## src/rtl/bist_scheduler.sv

```systemverilog
// Round-robin scheduler that shares one BIST controller among NCORES cores,
// runs the START/FINISH handshake and records per-core pass/fail with a watchdog.
module bist_scheduler #(
   parameter int NCORES  = 4,
   parameter int SIG_W   = 16,
   parameter int TIMEOUT = 127,
   parameter int CNT_W   = 8
) (
   input  logic                    CLK,
   input  logic                    RESET,
   input  logic [NCORES-1:0]       REQ,
   input  logic [NCORES*SIG_W-1:0] GOLDEN,
   input  logic [SIG_W-1:0]        SIG,
   input  logic                    BIST_FINISH,
   input  logic                    BIST_END,
   output logic                    BIST_START,
   output logic [NCORES-1:0]       GRANT,
   output logic                    BUSY,
   output logic [NCORES-1:0]       DONE,
   output logic [NCORES-1:0]       PASS,
   output logic                    TIMEOUT_ERR
);

   localparam int PTR_W = (NCORES > 1) ? $clog2(NCORES) : 1;

   typedef enum logic [2:0] {
      S_IDLE, S_SEL, S_ARM, S_RUN, S_CHECK, S_FAULT, S_GAP
   } state_t;

   state_t             state;
   logic [PTR_W-1:0]   ptr;
   logic [CNT_W-1:0]   cnt;
   logic               gap_cnt;
   logic [SIG_W-1:0]   sig_p1;
   logic [NCORES-1:0]  elig;
   logic [PTR_W-1:0]   sel_idx;
   logic [SIG_W-1:0]   golden_g;
   logic               bist_end_unused;

   // BIST_END is observed by the controller-side handshake only; no state depends on it.
   assign bist_end_unused = BIST_END;

   assign elig     = REQ & ~DONE;
   assign golden_g = GOLDEN[ptr*SIG_W +: SIG_W];
   assign sel_idx  = next_idx(elig, ptr);

   function automatic logic [PTR_W-1:0] next_idx(input logic [NCORES-1:0] e,
                                                 input logic [PTR_W-1:0]  p);
      logic [PTR_W-1:0] r;
      logic             found;
      int               k;
      r     = p;
      found = 1'b0;
      for (int i = 1; i <= NCORES; i++) begin
         k = (int'(p) + i) % NCORES;
         if (!found && e[k]) begin
            r     = PTR_W'(k);
            found = 1'b1;
         end
      end
      return r;
   endfunction

   always_ff @(posedge CLK or posedge RESET) begin
      if (RESET) begin
         state       <= S_IDLE;
         ptr         <= PTR_W'(NCORES - 1);
         cnt         <= '0;
         gap_cnt     <= 1'b0;
         BIST_START  <= 1'b0;
         GRANT       <= '0;
         BUSY        <= 1'b0;
         DONE        <= '0;
         PASS        <= '0;
         TIMEOUT_ERR <= 1'b0;
      end else begin
         // A dropped request withdraws its result on the next edge.
         DONE <= DONE & REQ;
         PASS <= PASS & REQ;
         case (state)
            S_IDLE: begin
               if (elig != '0) begin
                  state <= S_SEL;
                  BUSY  <= 1'b1;
               end
            end
            S_SEL: begin
               if (elig == '0) begin
                  state <= S_IDLE;
                  BUSY  <= 1'b0;
               end else begin
                  ptr   <= sel_idx;
                  GRANT <= NCORES'(1) << sel_idx;
                  state <= S_ARM;
               end
            end
            S_ARM: begin
               BIST_START <= 1'b1;
               cnt        <= '0;
               state      <= S_RUN;
            end
            S_RUN: begin
               if (BIST_FINISH) begin
                  state <= S_CHECK;
               end else if (cnt == CNT_W'(TIMEOUT)) begin
                  state <= S_FAULT;
               end else begin
                  cnt <= cnt + 1'b1;
               end
            end
            S_CHECK: begin
               DONE[ptr]  <= REQ[ptr];
               PASS[ptr]  <= REQ[ptr] && (sig_p1 == golden_g);
               BIST_START <= 1'b0;
               gap_cnt    <= 1'b0;
               state      <= S_GAP;
            end
            S_FAULT: begin
               DONE[ptr]   <= REQ[ptr];
               PASS[ptr]   <= 1'b0;
               TIMEOUT_ERR <= 1'b1;
               BIST_START  <= 1'b0;
               gap_cnt     <= 1'b0;
               state       <= S_GAP;
            end
            S_GAP: begin
               cnt <= '0;
               if (gap_cnt) begin
                  GRANT <= '0;
                  BUSY  <= 1'b0;
                  state <= S_IDLE;
               end else begin
                  gap_cnt <= 1'b1;
               end
            end
            default: begin
               state <= S_IDLE;
               BUSY  <= 1'b0;
            end
         endcase
      end
   end

   // Signature capture stage: data only, no reset needed.
   always_ff @(posedge CLK) begin
      if (state == S_RUN && BIST_FINISH) sig_p1 <= SIG;
   end

endmodule

```

## config.mk

```make
export PLATFORM = sky130hd
export DESIGN_NAME = bist_scheduler
export DESIGN_NICKNAME = d
export VERILOG_FILES = /design/src/rtl/bist_scheduler.sv
export SDC_FILE = /design/constraint.sdc
export NUM_CORES = 1
export LEC_CHECK = 0
export BUFFER_PORTS_ARGS = -buffer_cell sky130_fd_sc_hd__buf_2
export CAP_MARGIN = 40
export CORE_MARGIN = 4
export CORE_UTILIZATION = 53
export CTS_CLUSTER_SIZE = 10
export DETAILED_ROUTE_END_ITERATION = 16
export MAX_ROUTING_LAYER = met4
export PLACE_DENSITY = 0.85
export SKIP_CTS_REPAIR_TIMING = 1
export SYNTH_ARGS = -nofsm -noshare
export SYNTH_HDL_FRONTEND = slang
export SYNTH_SLANG_ARGS = --single-unit
```

## constraint.sdc

```tcl
create_clock -name CLK -period 3.3 [get_ports CLK]
set_input_delay 0.66 -clock CLK [delete_from_list [all_inputs] [get_ports CLK]]
set_output_delay 0.66 -clock CLK [all_outputs]
set_load 0.05 [all_outputs]
```

==> impl_metrics.ini <==
[final_layout]
diodes = 0
finish.utilization_pct = 70.3
multiInputGateArea_um2 = 1440
nNetsFinal = 429
instances_no_fill = 402
fin_area_um2 = 3430
regArea_um2 = 1210
drive_gt1_share_pct = 39.4
final.fill_count = 373
area_growth_syn_to_layout_pct = 24.5

[power_and_ir_drop]
switchingPower_mw = 1.09
pwr-share-seq_pct = 35.7
power.share.clock_pct = 14.6
switching_share_pct = 42.2
power.internal_mw = 1.50
vdd_drop_max_mv = 0.388
p_comb_share_pct = 49.7
p_per_area_nw_per_um2 = 754
leakagePower_nw = 1.56

[place]
place_inst = 394
dpl.hpwl_um = 5460
gp_congestion = 0.866
dp_slack_ns = 0.593
io_buffers = 101
placed_area_um2 = 3330

[drt]
vias = 2321
drc = 0
vias_per_cell = 5.77
first_pass_iters = 5
wl_um = 7030
ant_nets = 0
drtIter0Drc = 164
wire_per_inst_um = 17.5

[critical_path]
path_delay_family = flip-flops
cp_slowest_cell = dfstp_2
end_kind = register
worstPathRequired_ns = 3.49
arrival_ns = 2.91
cp_slowest_stage_delay_ns = 0.87
crit_buf_inv = 0
startpoint_type = register
path_cells = mux4_1 -> xor2_1 -> nor4_1 -> o2111ai_1 -> o31ai_1
worstPathMaxFanout = 17
worstSetupPathType = reg2reg

[cts]
cts.sinks = 45
insertion_delay_ns = 0.30
clkTransAtPathRegs_ns = 0.09
htree_levels = 2
clock_path_buffers = 2
cts_root_buf = clkbuf_8
cts_tree = done
cts-buffers-inserted = 5

[timing]
min_period_ns = 2.72
rsz0062_at_grt = false
maxSlewViolCount = 0
fin_ws_ns = 0.581
skew_ns = 0.00900
fin_crit_sh_pct = 82.4
worstMarginPinSlew_ns = 0.750
slew_headroom_pct = 50.0
max_freq_mhz = 368
setup_violations = 0
hold_viol_final = 0
fin_tns_setup_ns = 0

[die]
num_io_pins = 103
dieArea_um2 = 6420
die_w_um = 80.1
rows = 25
die_y_um = 80.1
start_util_pct = 56.5
core_um2 = 4880

[synthesis]
syn_avg_cell_area_um2 = 11.9
yosysWarnings = 0
synth_cell_types = 49
synthesis.nets = 327
syn_area_um2 = 2760
synth_cells = 232
ys_seq_elements = 45
synth_flop_cell = dfrtp_1
synth_edf_count = 16
synthArstFlopShare_pct = 64.4
yosysSeqAreaShare_pct = 43.8

[global_routing]
grt_overflow = 0
grt_pass1_wl_um = 11200
grt_start_max_net_pins = 25
antenna_found_initial = 0
grt_pass1_vias = 2330
grt.total_usage_pct = 23.7

[worst_hold_path]
hp-class = in2async

[outcome]
outcome = finished clean

[run]
drv_cap = 0
==> placed cells by master (no fill, tap or decap), types with 7 or more instances in the layout <==
master    instances
o21ai_0          13
nand2_1          11
dfrtp_1          27
edfxtp_1         16
ha_1              7
mux2i_1           7
inv_1             9
nor2_1           17
buf_2           101
mux4_2           11
nand3_1          12
xor2_1           20
==> power groups by stage <==
stage,clock (mW),sequential [mW],combinational (mW)
floorplan,0,0.934,1.00
global placement,0,0.922,1.23
detailed placement,0,0.931,1.27
CTS,0.380,0.922,1.29
global route,0.416,0.953,1.40
finish,0.377,0.924,1.29
==> layout make-up <==
class                      instances  share of cell area (%)
clock inverter                     1                   0.146
timing repair buffer             105                    16.2
sequential                        45                    35.2
clock buffer                       7                    2.84
multi-input combinational        167                    42.1
inverter                          10                    1.09
tap                               67                    2.44
==> cells by family after synthesis <==
| logic type | share of synthesized area, % |
|---|---|
| buffers and inverters | 3.81 |
| xor gates and xnor gates | 8.26 |
| and+or+nand+nor | 12.2 |
| adders and majority gates | 3.18 |
| AOI/OAI and AO/OA | 10.3 |
| DFF | 43.8 |
| muxes | 18.5 |
==> per-layer routing <==
| metal | GRT usage (%) | wire [µm] |
|---|---|---|
| met2 | 40.6 | 3670 |
| met4 | 6.76 | 170 |
| met3 | 4.93 | 466 |
| met5 | - | 0 |
| met1 | 28.5 | 2720 |
==> sequential cells by signal, indices dropped and copies added, names as in the netlist <==
name,cells
sig_p1,16
cnt,8
DONE,4
GRANT,4
PASS,4
state,3
ptr,2
BIST_START,1
BUSY,1
TIMEOUT_ERR,1
gap_cnt,1
==> through the flow <==
step	hold WS [ns]	total power, mW
6_report	0.397	2.59
5_1_grt	0.418	2.77
4_1_cts	0.409	2.59
3_5_place_dp	0.453	2.21
3_3_place_gp	0.448	2.16
2_1_floorplan	0.498	1.94
==> Yosys cell counts (4+ instances only) <==
cell type,count,area (µm²)
a21oi_1,5,25.0
a22o_1,4,35.0
clkbuf_1,4,15.0
dfrtp_1,27,676
edfxtp_1,16,480
ha_1,7,87.6
inv_1,9,33.8
mux2i_1,7,70.1
mux4_1,6,158
mux4_2,11,248
nand2_1,11,41.3
nand2b_1,4,25.0
nand3_1,12,60.1
nor2_1,17,63.8
nor2b_1,5,31.3
o21ai_0,13,65.1
o31ai_1,4,30.0
xnor2_1,6,52.6
xor2_1,20,175
==> path summary, 6_finish.rpt <==
| kind | endpoint | depth (start not counted) | start | slack, ns |
|---|---|---|---|---|
| max | PASS[2] | 5 | ptr[0] | 0.58 |
| min | PASS[0] | 2 | RESET | 0.40 |
| max reg2reg | PASS[2] | 5 | ptr[0] | 0.58 |
| min reg2reg | TIMEOUT_ERR | 1 | TIMEOUT_ERR | 0.47 |
| max in group asynchronous | gap_cnt | 3 | RESET | 2.42 |
| min in group CLK | TIMEOUT_ERR | 1 | TIMEOUT_ERR | 0.47 |
No activity file was read; power rests on OpenSTA's default activity.
